`src/rtl/bank_scheduler_pkg.sv`:
```
// Shared types and constants for the per-bank traffic scheduler.
//   - NODES_PER_BANK / MAX_PATHS_BITS: bank sizing and result width.
//   - pkt_t: mesh packet (ctrl, x/y/z address, sum payload, source tag).
//   - rr_grant_t: round-robin grant (valid + node index).
package bank_scheduler_pkg;

  localparam int unsigned NODES_PER_BANK = 4;
  localparam int unsigned MAX_PATHS_BITS = 16;
  localparam int unsigned ADDR_Z_BITS    = 4;
  localparam int unsigned GRANT_IDX_BITS = $clog2(NODES_PER_BANK);

  typedef enum logic [1:0] {
    CTRL_DATA = 2'd0,
    CTRL_DONE = 2'd1,
    CTRL_CFG  = 2'd2,
    CTRL_NOP  = 2'd3
  } ctrl_e;

  typedef struct packed {
    logic [3:0]             x;
    logic [3:0]             y;
    logic [ADDR_Z_BITS-1:0] z;
  } addr_t;

  typedef struct packed {
    logic [MAX_PATHS_BITS-1:0] value;
  } sum_t;

  typedef struct packed {
    ctrl_e      ctrl;
    addr_t      addr;
    sum_t       sum;
    logic [7:0] src;
  } pkt_t;

  typedef struct packed {
    logic                      valid;
    logic [GRANT_IDX_BITS-1:0] idx;
  } rr_grant_t;

endpackage

```
`src/rtl/rr_arbiter.sv`:
```
// Combinational round-robin arbiter.
//   req       : request vector
//   en        : grant enable (no grant when low)
//   ptr       : highest-priority index; search wraps modulo N
//   gnt       : one-hot grant (or zero)
//   gnt_idx   : index of the granted requester
//   gnt_valid : a grant was issued
// The pointer register is owned by the instantiating block.
module rr_arbiter #(
  parameter int unsigned N    = 4,
  parameter int unsigned IdxW = $clog2(N)
) (
  input  logic [N-1:0]    req,
  input  logic            en,
  input  logic [IdxW-1:0] ptr,
  output logic [N-1:0]    gnt,
  output logic [IdxW-1:0] gnt_idx,
  output logic            gnt_valid
);

  always_comb begin
    int unsigned cand;
    cand      = 0;
    gnt       = '0;
    gnt_idx   = '0;
    gnt_valid = 1'b0;
    for (int unsigned off = 0; off < N; off++) begin
      cand = (32'(ptr) + off) % N;
      if (en && !gnt_valid && req[IdxW'(cand)]) begin
        gnt_valid          = 1'b1;
        gnt_idx            = IdxW'(cand);
        gnt[IdxW'(cand)]   = 1'b1;
      end
    end
  end

endmodule

```
`src/rtl/bank_scheduler.sv`:
```
// Per-bank traffic scheduler between the bank's nodes and its mesh router port.
//   node_valid_out/node_pkt_out/node_ready_out : node egress, round-robin arbitrated
//   node_valid_in/node_pkt_in/node_ready_in    : node ingress, steered by addr.z
//   net_tx_*                                   : registered transmit stream to router
//   net_rx_*                                   : receive stream from router
//   done/done_value                            : first CTRL_DONE result (sticky)
//   addr_err                                   : sticky, ingress addr.z out of range
module bank_scheduler
  import bank_scheduler_pkg::*;
#(
  parameter int unsigned N_NODES = NODES_PER_BANK,
  parameter int unsigned Z_BITS  = $clog2(N_NODES)
) (
  input  logic                      clk,
  input  logic                      rst,
  input  logic [N_NODES-1:0]        node_valid_out,
  input  pkt_t                      node_pkt_out [N_NODES],
  output logic [N_NODES-1:0]        node_ready_out,
  output logic [N_NODES-1:0]        node_valid_in,
  output pkt_t                      node_pkt_in,
  input  logic [N_NODES-1:0]        node_ready_in,
  output logic                      net_tx_valid,
  input  logic                      net_tx_ready,
  output pkt_t                      net_tx_pkt,
  input  logic                      net_rx_valid,
  output logic                      net_rx_ready,
  input  pkt_t                      net_rx_pkt,
  output logic                      done,
  output logic [MAX_PATHS_BITS-1:0] done_value,
  output logic                      addr_err
);

  logic [Z_BITS-1:0]         rr_ptr_d, rr_ptr_q;
  logic                      tx_full_d, tx_full_q;
  pkt_t                      tx_pkt_d, tx_pkt_q;
  logic                      rx_full_d, rx_full_q;
  pkt_t                      rx_pkt_d, rx_pkt_q;
  logic                      done_d, done_q;
  logic [MAX_PATHS_BITS-1:0] done_value_d, done_value_q;
  logic                      addr_err_d, addr_err_q;

  logic              can_accept;
  logic [Z_BITS-1:0] gnt_idx;
  logic              gnt_valid;
  rr_grant_t         grant;
  pkt_t              acc_pkt;
  logic              rx_drain;
  logic              rx_take;

  // Egress may take a packet when the holding register is empty or draining now.
  assign can_accept = !tx_full_q || net_tx_ready;

  rr_arbiter #(
    .N    (N_NODES),
    .IdxW (Z_BITS)
  ) u_rr_arbiter (
    .req       (node_valid_out),
    .en        (can_accept && !rst),
    .ptr       (rr_ptr_q),
    .gnt       (node_ready_out),
    .gnt_idx   (gnt_idx),
    .gnt_valid (gnt_valid)
  );

  always_comb begin
    grant.valid = gnt_valid;
    grant.idx   = gnt_idx;
  end

  assign acc_pkt = node_pkt_out[grant.idx];

  // Egress next state: drain first, then a load in the same cycle overrides it.
  always_comb begin
    rr_ptr_d     = rr_ptr_q;
    tx_full_d    = tx_full_q;
    tx_pkt_d     = tx_pkt_q;
    done_d       = done_q;
    done_value_d = done_value_q;
    if (tx_full_q && net_tx_ready) begin
      tx_full_d = 1'b0;
    end
    if (grant.valid) begin
      rr_ptr_d = (grant.idx == Z_BITS'(N_NODES - 1)) ? '0 : grant.idx + Z_BITS'(1);
      if (acc_pkt.ctrl == CTRL_DONE) begin
        // Only the first DONE is recorded; later ones are swallowed.
        if (!done_q) begin
          done_d       = 1'b1;
          done_value_d = acc_pkt.sum.value;
        end
      end else begin
        tx_full_d = 1'b1;
        tx_pkt_d  = acc_pkt;
      end
    end
  end

  // Ingress: decode the held packet's z into a one-hot valid and its ready.
  always_comb begin
    rx_drain      = 1'b0;
    node_valid_in = '0;
    for (int unsigned i = 0; i < N_NODES; i++) begin
      if (rx_pkt_q.addr.z == ADDR_Z_BITS'(i)) begin
        node_valid_in[i] = rx_full_q;
        rx_drain         = rx_full_q && node_ready_in[i];
      end
    end
    net_rx_ready = !rx_full_q || rx_drain;
    rx_take      = net_rx_valid && net_rx_ready;

    rx_full_d  = rx_full_q;
    rx_pkt_d   = rx_pkt_q;
    addr_err_d = addr_err_q;
    if (rx_drain) begin
      rx_full_d = 1'b0;
    end
    if (rx_take) begin
      // Out-of-range destinations are consumed but never stored.
      if (32'(net_rx_pkt.addr.z) >= N_NODES) begin
        addr_err_d = 1'b1;
      end else begin
        rx_full_d = 1'b1;
        rx_pkt_d  = net_rx_pkt;
      end
    end
  end

  always_ff @(posedge clk) begin
    if (rst) begin
      rr_ptr_q     <= '0;
      tx_full_q    <= 1'b0;
      rx_full_q    <= 1'b0;
      done_q       <= 1'b0;
      done_value_q <= '0;
      addr_err_q   <= 1'b0;
    end else begin
      rr_ptr_q     <= rr_ptr_d;
      tx_full_q    <= tx_full_d;
      rx_full_q    <= rx_full_d;
      done_q       <= done_d;
      done_value_q <= done_value_d;
      addr_err_q   <= addr_err_d;
    end
  end

  // Packet payloads need no reset; the full flags qualify them.
  always_ff @(posedge clk) begin
    tx_pkt_q <= tx_pkt_d;
    rx_pkt_q <= rx_pkt_d;
  end

  assign net_tx_valid = tx_full_q;
  assign net_tx_pkt   = tx_pkt_q;
  assign node_pkt_in  = rx_pkt_q;
  assign done         = done_q;
  assign done_value   = done_value_q;
  assign addr_err     = addr_err_q;

endmodule

```
`config.mk`:
```
export PLATFORM = sky130hd
export DESIGN_NAME = bank_scheduler
export DESIGN_NICKNAME = d
export VERILOG_FILES = /design/src/rtl/bank_scheduler_pkg.sv /design/src/rtl/rr_arbiter.sv /design/src/rtl/bank_scheduler.sv
export SDC_FILE = /design/constraint.sdc
export NUM_CORES = 1
export LEC_CHECK = 0
export BUFFER_PORTS_ARGS = -buffer_cell sky130_fd_sc_hd__buf_2
export CORE_ASPECT_RATIO = 1.5
export CORE_MARGIN = 10
export CORE_UTILIZATION = 40
export CTS_CLUSTER_DIAMETER = 60
export DETAILED_ROUTE_END_ITERATION = 10
export GPL_ROUTABILITY_DRIVEN = 0
export GPL_TIMING_DRIVEN = 0
export HOLD_SLACK_MARGIN = 0.15
export PLACE_DENSITY = 0.85
export SYNTH_ARGS = -nofsm -noshare
export SYNTH_HDL_FRONTEND = slang
export SYNTH_SLANG_ARGS = --single-unit
```
`constraint.sdc`:
```
create_clock -name clk -period 10.7 [get_ports clk]
set_input_delay 1.605 -clock clk [delete_from_list [all_inputs] [get_ports clk]]
set_output_delay 1.605 -clock clk [all_outputs]
set_load 0.1 [all_outputs]
```
### Word level (Yosys, flattened, before mapping)

Cells that the tools add are included.
Widths: inputs -> output; s select.

| word-level totals | value |
|---|---|
| ROM bits | 0 |
| memory bits (writable) | 0 |
| latch bits | 0 |
| word-level logic and storage cells | 122 |
| bits of input ports | 202 |
| memories | 0 |
| output and inout port bits | 104 |
| register bits | 98 |

| operators by class | value |
|---|---|
| multipliers | 0 |
| reduce and logical (&&, ||, !) cells | 32 |
| add/subtract/negate cells | 4 |
| multiplexer cells | 46 |
| shift operators | 0 |
| bitwise operators | 7 |
| $lt $le $gt $ge | 10 |
| divide/modulo/power cells | 0 |
| eq/ne operators | 5 |

Operators by type and width:

| cell | number |
|---|---|
| $bmux 38 s2 | 1 |
| $mux 38 | 2 |
| $mux 1 | 26 |
| $logic_and 1x1->1 | 18 |
| $mux 4 | 4 |
| $lt 2x3->1 const B | 4 |
| $or 4x4->4 | 3 |
| $mux 2 | 5 |
| $bmux 1 s2 | 4 |
| $demux 1 s2 | 4 |
| $eq 4x2->1 const B | 2 |
| $ge 2x1->1 const B | 4 |
| $reduce_and 2->1 | 4 |
| $logic_not 1->1 | 6 |
| $add 2x1->2 const B | 2 |
| $add 2x2->2 const B | 2 |
| $eq 4x1->1 const B | 1 |
| $ge 4x3->1 const B | 1 |
| $logic_not 4->1 | 1 |
| $ge 3x3->1 const B | 1 |
| $not 1->1 | 3 |
| $not 2->3 | 1 |
| $reduce_and 3->1 | 1 |
| $eq 2x1->1 const B | 1 |
| 2 further kinds | 3 |

### Longest topological paths before layout

Gate-level depths: netlist of run 1.

| depth | value |
|---|---|
| depth after elaboration | 24 |
| gate-level depth with buffers | 14 |

### Cells and area by module

Synthesis of run 1 repeated with hierarchy kept, for this count alone.

| unflattened totals | value |
|---|---|
| cell total of the unflattened synthesis | 277 |
| area, all modules | 4650.7 um^2 |

Modules (own cells, without submodules):

| module | sequential area each (um^2) | cells each | instances | area each (um^2) |
|---|---|---|---|---|
| bank_scheduler | 2722.6 | 211 | 1 | 4086.4 |
| rr_arbiter | 0.0 | 66 | 1 | 564.3 |

### Worst setup path after synthesis of run 1

OpenSTA, ideal clock, no wires.

| path | value |
|---|---|
| kind | input port to flip-flop |
| start | input port node_ready_in[0] |
| end | register rx_pkt_q (netlist bit node_pkt_in[0]), enable pin |
| path slack | 4813 ps |
| path buffers | 0 |
| data arrival time | 5449 ps |
| required time | 10262 ps |
| stages on the path | 6 |
| cell sequence | nor3b_1 o21ai_0 nand2_1 o21ai_0 a21oi_1 nor2b_1 |

| between the ends | value |
|---|---|
| longest elaborated chain between the ends | 8 |

RTL lines:

| element | RTL line | text |
|---|---|---|
| start, declared | bank_scheduler.sv:21 | `input logic [N_NODES-1:0] node_ready_in,` |
| $logic_and 1x1->1 | bank_scheduler.sv:104 | `rx_drain = rx_full_q && node_ready_in[i];` |
| $mux 1 (4 in series) | bank_scheduler.sv:102 | `if (rx_pkt_q.addr.z == ADDR_Z_BITS'(i)) begin` |
| $logic_or 1x1->1 | bank_scheduler.sv:107 | `net_rx_ready = !rx_full_q \|\| rx_drain;` |
| via net_rx_ready | bank_scheduler.sv:26 | `output logic net_rx_ready,` |
| $logic_and 1x1->1 | bank_scheduler.sv:108 | `rx_take = net_rx_valid && net_rx_ready;` |
| $reduce_and 2->1 (no source line) | - |  |
| end signal, assigned | bank_scheduler.sv:148 | `rx_pkt_q <= rx_pkt_d;` |
| end, declared | bank_scheduler.sv:37 | `pkt_t rx_pkt_d, rx_pkt_q;` |

The timed path passes the listed nets, and every way through them passes these cells.
A chain may end at the register's enable or synchronous reset.

### Worst setup path after layout of run 1

| path | value |
|---|---|
| start | input port node_valid_out[3] |
| end | output port node_ready_out[2] |

| between the ends | value |
|---|---|
| longest elaborated chain between the ends | 16 |
| elaborated cells on any way between the ends | 28 |
| classes of those cells | mux (15); bitwise (3); reduce/logical (10) |

RTL lines:

| element | RTL line | text |
|---|---|---|
| start, declared | bank_scheduler.sv:16 | `input logic [N_NODES-1:0] node_valid_out,` |
| $bmux 1 s2 | rr_arbiter.sv:29 | `if (en && !gnt_valid && req[IdxW'(cand)]) begin` |
| $mux 1 (implied by the code) | rr_arbiter.sv:29 |  |
| $logic_and 1x1->1 | rr_arbiter.sv:29 |  |
| $mux 1 | rr_arbiter.sv:29 |  |
| $logic_not 1->1 | rr_arbiter.sv:29 |  |
| $logic_and 1x1->1 (2 in series) | rr_arbiter.sv:29 |  |
| $mux 1 | rr_arbiter.sv:29 |  |
| $logic_not 1->1 | rr_arbiter.sv:29 |  |
| $logic_and 1x1->1 (2 in series) | rr_arbiter.sv:29 |  |
| $mux 1 | rr_arbiter.sv:29 |  |
| $logic_not 1->1 | rr_arbiter.sv:29 |  |
| $logic_and 1x1->1 (2 in series) | rr_arbiter.sv:29 |  |
| $mux 4 * | rr_arbiter.sv:29 |  |
| end, declared | bank_scheduler.sv:18 | `output logic [N_NODES-1:0] node_ready_out,` |

Mark *: on every way between the ends. The rest lies on a longest branch, timed or not. The select of a mux whose other input is x is not followed.

==> results.json, run 1 <==
{
  "wl_per_cell_um": 22.05,
  "wl_met3_um": 2522,
  "timing.rr.start": "rr_ptr_q[1]",
  "reg2reg_depth": 12,
  "maxCapViolations": 0,
  "synth_ff_type": "edfxtp_1",
  "synth-seq-area-share_pct": 56.05,
  "synth.avg_cell_area_sq_um": 13.80,
  "peakVddDrop_mv": 0.1134,
  "io_buffer_count": 302,
  "hold_buffers": 0,
  "fp.dieH_um": 155.0,
  "wl_met1_um": 5893,
  "clk_latency_ns": 0.34,
  "synthTopCellsByArea": "edfxtp_1, mux4_2, dfxtp_1",
  "syn_nets": 558,
  "numClockSinks": 98,
  "vias_per_cell": 5.239,
  "synth-edff-count": 76,
  "fin_cells": 828,
  "critPathCapture": "node_ready_out[2]",
  "drtPass1Iterations": 4,
  "total_power_mw": 1.662,
  "preCtsSetupSlack_ns": 5.493,
  "timing.rr.end": "net_tx_pkt[37]",
  "hp-class": "reg -> reg",
  "die-area_sq_mm": 0.01704,
  "fin_crit_sh_pct": 49.47,
  "yosysUniqueCellTypes": 42,
  "grt_usage_pct": 19.98,
  "synth_top_area_share_pct": 46.99,
  "vias": 4338,
  "yosysMostFrequentCell": "edfxtp_1",
  "cts_buffers": 9,
  "synth-async-reset-ratio_pct": 0,
  "tns_ns": 0,
  "die_w_um": 110.0,
  "ctsRootBufferMaster": "clkbuf_16",
  "min_from": "addr_err",
  "wl_met2_um": 9404,
  "rsz0062_at_grt": "false",
  "route.detailed.drc": 0,
  "grt_pass1_wl_um": 26030,
  "finish.net_count": 872,
  "synth_common_cells": "edfxtp_1, nor2b_1, a21oi_1",
  "cp.required_ns": 9.10,
  "clockBufferDepth": 2,
  "antenna_found_initial": 6,
  "place_inst": 808,
  "synthCells": 352,
  "fillers": 1004,
  "synth.cell_area_sq_mm": 0.004857,
  "max_freq_mhz": 188.9,
  "wirelength_um": 18250,
  "start_kind": "primary input",
  "finalHoldViolCount": 0,
  "regArea_sq_mm": 0.002723,
  "cts_tree": "done",
  "synth_seq_cells": 98,
  "p_leak_nw": 3.079,
  "finalCoreUtilization_pct": 57.98,
  "ant_nets": 0,
  "drtIter0Drc": 240,
  "core_area_sq_mm": 0.01196,
  "initial_core_util_pct": 40.63,
  "grt_max_degree": 39,
  "grt_overflow": 0,
  "yosys_warnings": 0,
  "setup_viol": 0,
  "critical_path_class": "in -> out",
  "place_hpwl_um": 15570,
  "worstSetupEndpointType": "output port",
  "tightest_slew_ns": 1.104,
  "syn_to_final_growth_pct": 42.71,
  "relSlewSlack_pct": 25.46,
  "final_layout_size_suffix_gt1_share_pct": 56.33,
  "clk_pin_slew_worst_paths_ns": 0.06,
  "rows": 49,
  "grt_pass1_vias": 4831,
  "status": "complete, no violations",
  "ios": 306,
  "min_period_ns": 5.293,
  "clock_skew_ns": 0.01516,
  "power_density_mw_per_mm2": 239.8,
  "layout_setup_ws_ns": 5.407,
  "yosys.area.top_type": "edfxtp_1",
  "highest_layer": "met5",
  "regToRegSetupSlack_ns": 6.70,
  "critPathLaunch": "node_valid_out[3]",
  "multiInputGateArea_sq_mm": 0.001994,
  "post_cts_buffers": 0,
  "arrival_ns": 3.69,
  "critPathMaxFanout": 10,
  "cts_resized": 0,
  "drv_slew": 0,
  "ctsHtreeMaxLevel": 3
}
[final cells by class]
type                       instances  share of cell area, %
antenna                            4                 0.1444
buffer                            25                  2.076
clock buffer                       9                  3.249
clock inverter                     7                  1.354
inverter                           3                 0.1625
multi-input combinational        226                  28.77
sequential                        98                  39.28
tap                              153                  2.762
timing repair buffer             303                  22.20
[worst min-delay path by stage]
stage / to / slack, ns / cells past startpoint
final: addr_err / 0.51 / 2
after global routing: done / 0.53 / 1
after CTS: addr_err / 0.52 / 2
after detailed placement: done / 0.50 / 1
after global placement: addr_err / 0.45 / 2
after floorplan: rr_ptr_q[1] / 0.53 / 2
[worst max-delay path, cell delays in order]
cell      delay [ns]
buf_2           0.15
mux4_2          0.54
nor4b_1         0.61
a222oi_1        0.22
nand2_1         0.11
buf_2           0.43
[flip-flops by register name, indices dropped and copies added, names as in the netlist]
signal        count
net_tx_pkt       38
node_pkt_in      38
done_value       16
rr_ptr_q          2
addr_err          1
done              1
net_tx_valid      1
rx_full_q         1
[stage by stage]
step,hold slack (ns),instance area (sq um)
finish,0.5061,6932
global route,0.5343,6924
CTS,0.5201,6922
detailed placement,0.5021,6603
global placement,0.4493,6560
floorplan,0.5344,4857
[logic make-up after synthesis]
kind of cell / synth area share [%]
AOI/OAI and AO/OA: 9.789
xor gates and xnor gates: 0.1804
adders and majority gates: 1.030
buffers and inverters: 3.194
DFF: 56.05
muxes: 19.65
and+or+nand+nor: 10.10
[layout by cell type (no fill, tap or decap), types with 2 or more instances in the layout]
master,Yosys,routed
nor2b_1,43,41
edfxtp_1,76,76
nand2b_1,5,5
ha_1,4,4
buf_6,3,3
mux2_4,11,11
nand2_1,17,17
dfxtp_1,22,22
mux4_2,20,20
buf_2,9,311
inv_8,0,2
a211oi_1,22,22
a222oi_1,4,4
nor2_1,9,9
inv_1,3,3
o21ai_0,2,2
and2_1,4,4
nor3_1,2,2
o21ba_2,2,2
clkbuf_1,10,10
nor3b_1,2,2
mux2_2,7,7
clkbuf_16,0,9
a21oi_1,30,30
diode_2,0,4
nor2b_4,0,2
mux2i_1,26,26
[power breakdown]
part	total [mW]	switching [mW]	internal (mW)
combinational	0.816	0.611	0.204
sequential	0.507	0.0220	0.485
clock	0.339	0.152	0.188
total	1.66	0.785	0.877
[per-layer routing]
layer	GRT usage (%)	up-vias
li1	-	1994
met1	18.82	1999
met2	36.19	304
met3	9.388	37
met4	6.903	4
met5	0	-
Note: power is estimated with default switching activity, not from simulation.
==> run 2, diff against run 1 <==
--- a/config.mk
+++ b/config.mk
@@ -8,13 +8,13 @@
 export BUFFER_PORTS_ARGS = -buffer_cell sky130_fd_sc_hd__buf_2
 export CORE_ASPECT_RATIO = 1.5
 export CORE_MARGIN = 10
-export CORE_UTILIZATION = 40
+export CORE_UTILIZATION = 39
 export CTS_CLUSTER_DIAMETER = 60
 export DETAILED_ROUTE_END_ITERATION = 10
 export GPL_ROUTABILITY_DRIVEN = 0
 export GPL_TIMING_DRIVEN = 0
 export HOLD_SLACK_MARGIN = 0.15
-export PLACE_DENSITY = 0.85
+export PLACE_DENSITY = 0.86
 export SYNTH_ARGS = -nofsm -noshare
 export SYNTH_HDL_FRONTEND = slang
 export SYNTH_SLANG_ARGS = --single-unit
==> constraint.sdc (replaced) <==
create_clock -name clk -period 4.6 [get_ports clk]
set_input_delay 0.69 -clock clk [delete_from_list [all_inputs] [get_ports clk]]
set_output_delay 0.69 -clock clk [all_outputs]
set_load 0.1 [all_outputs]
==> results.json, run 2 (synthesis results as in run 1) <==
{
  "maxCapViolations": 0,
  "grt_max_degree": 39,
  "power_density_mw_per_mm2": 549.2,
  "drtIter0Drc": 230,
  "min_from": "addr_err",
  "fp.dieH_um": 156.7,
  "layout_common_cells": "buf_2, edfxtp_1, nor2b_1, a21oi_1, mux2i_1",
  "drv_slew": 0,
  "p_sw_mw": 1.814,
  "vias": 4261,
  "crit_buf_inv": 4,
  "numClockSinks": 98,
  "reg2reg_depth": 11,
  "worstHoldEndpoint": "addr_err",
  "finalCoreUtilization_pct": 57.25,
  "grt_pass1_wl_um": 26210,
  "relSlewSlack_pct": 26.67,
  "regArea_sq_mm": 0.002723,
  "tns_ns": 0,
  "die_w_um": 111.1,
  "cts_tree": "done",
  "crit_family": "buffers and inverters",
  "drtPass1Iterations": 4,
  "initial_core_util_pct": 40.22,
  "peakVddDrop_mv": 0.2738,
  "cts_resized": 0,
  "timing.rr.end": "net_tx_pkt[12]",
  "path_cells": "inv_1 -> ha_1 -> buf_6 -> mux2_4 -> a2111oi_0 -> a22oi_1 -> buf_2 -> mux2i_1 -> mux2i_1 -> nor2b_4 -> buf_16",
  "rsz0062_at_grt": "false",
  "start_kind": "register",
  "comb_power_share_pct": 49.8,
  "switching_share_pct": 47.77,
  "critical_path_class": "reg -> reg",
  "regToRegSetupSlack_ns": 0.71,
  "io_buffer_count": 302,
  "clockBufferDepth": 2,
  "cp_common_cell": "mux2i_1",
  "power.internal_mw": 1.983,
  "hp-class": "reg -> reg",
  "multiInputGateArea_sq_mm": 0.001998,
  "setup_viol": 0,
  "min_path_cells": 2,
  "wirelength_um": 17790,
  "grt_overflow": 0,
  "fin_crit_sh_pct": 84.51,
  "p_clk_share_pct": 19.2,
  "grt_pass1_vias": 4666,
  "finalHoldViolCount": 0,
  "status": "complete, no violations",
  "arrival_ns": 3.92,
  "core_area_sq_mm": 0.01208,
  "vias_per_cell": 5.134,
  "clk_pin_slew_worst_paths_ns": 0.07,
  "worstSetupEndpointType": "register",
  "grt_usage_pct": 19.19,
  "ctsHtreeMaxLevel": 3,
  "place_hpwl_um": 15120,
  "ios": 306,
  "syn_to_final_growth_pct": 42.35,
  "cts_buffers": 9,
  "ctsRootBufferMaster": "clkbuf_16",
  "clock_skew_ns": 0.01242,
  "post_cts_buffers": 0,
  "tightest_slew_ns": 1.086,
  "wl_per_cell_um": 21.43,
  "finish.net_count": 872,
  "antenna_found_initial": 9,
  "pwr-share-seq_pct": 31.0,
  "critPathMaxFanout": 21,
  "mostFrequentLayoutCell": "buf_2",
  "rows": 49,
  "fillers": 1015,
  "p_leak_nw": 3.065,
  "slowest_delay_ns": 0.62,
  "clk_latency_ns": 0.34,
  "timing.rr.start": "rr_ptr_q[1]",
  "min_period_ns": 3.888,
  "max_freq_mhz": 257.2,
  "slowest_stage": "nor2b_4",
  "ant_nets": 0,
  "hold_buffers": 0,
  "die-area_sq_mm": 0.01741,
  "route.detailed.drc": 0,
  "final_layout_size_suffix_gt1_share_pct": 56.48,
  "cp.required_ns": 4.64
}
-- run 2: routing by layer --
metal | vias to the layer above | track usage (%) | part of all wire [%]
li1 | 2003 | - | -
met1 | 1961 | 18.96 | 35
met2 | 259 | 33.87 | 50
met3 | 32 | 10.60 | 13
met4 | 6 | 5.648 | 2.0
met5 | - | 0 | 0.25
-- run 2: how the worst max path moves through the flow --
stage	to	depth (start not counted)	slack [ns]	start
6_report	net_tx_pkt[12]	11	0.71	rr_ptr_q[1]
5_1_grt	net_tx_pkt[31]	12	0.44	rr_ptr_q[1]
4_1_cts	net_tx_pkt[13]	11	0.64	rr_ptr_q[1]
3_5_place_dp	net_tx_pkt[31]	12	0.67	rr_ptr_q[1]
3_3_place_gp	net_tx_pkt[2]	10	-1.33	rr_ptr_q[1]
2_1_floorplan	net_tx_pkt[0]	11	0.08	rr_ptr_q[0]
-- run 2: power by group through the flow --
stage | clock network [mW] | registers, mW | logic (mW)
2_1_floorplan | 0 | 2.05 | 0.647
3_3_place_gp | 0 | 1.20 | 1.87
3_5_place_dp | 0 | 1.20 | 1.90
4_1_cts | 0.747 | 1.18 | 1.91
5_1_grt | 0.786 | 1.19 | 1.98
6_report | 0.729 | 1.18 | 1.89
-- run 2: through the flow --
stage	setup WS [ns]	power, mW	std cells	hold WS, ns	area, sq um
after global placement	-1.325	3.066	807	0.4589	6566
after floorplan	0.08246	2.700	352	0.5344	4863
final	0.7124	3.797	830	0.4995	6914
after CTS	0.6421	3.832	824	0.5043	6899
after detailed placement	0.6704	3.100	808	0.4873	6606
after global routing	0.4393	3.956	827	0.5054	6907
-- run 2: cell type report --
| type | instances | share of cell area [%] |
|---|---|---|
| sequential | 98 | 39.38 |
| multi-input combinational | 226 | 28.90 |
| timing repair buffer | 303 | 22.26 |
| clock buffer | 9 | 3.257 |
| tap | 153 | 2.769 |
| buffer | 25 | 2.081 |
| clock inverter | 7 | 0.9772 |
| antenna | 6 | 0.2172 |
| inverter | 3 | 0.1629 |
-- run 2: worst reg2reg max path, delay by kind of cell (launching register included) --
family,cells,cell delay [ns]
compound gates,2,0.55
flops,1,0.53
mux,3,0.72
fa+ha+maj,1,0.32
buf+inv,4,0.83
simple gates,1,0.62
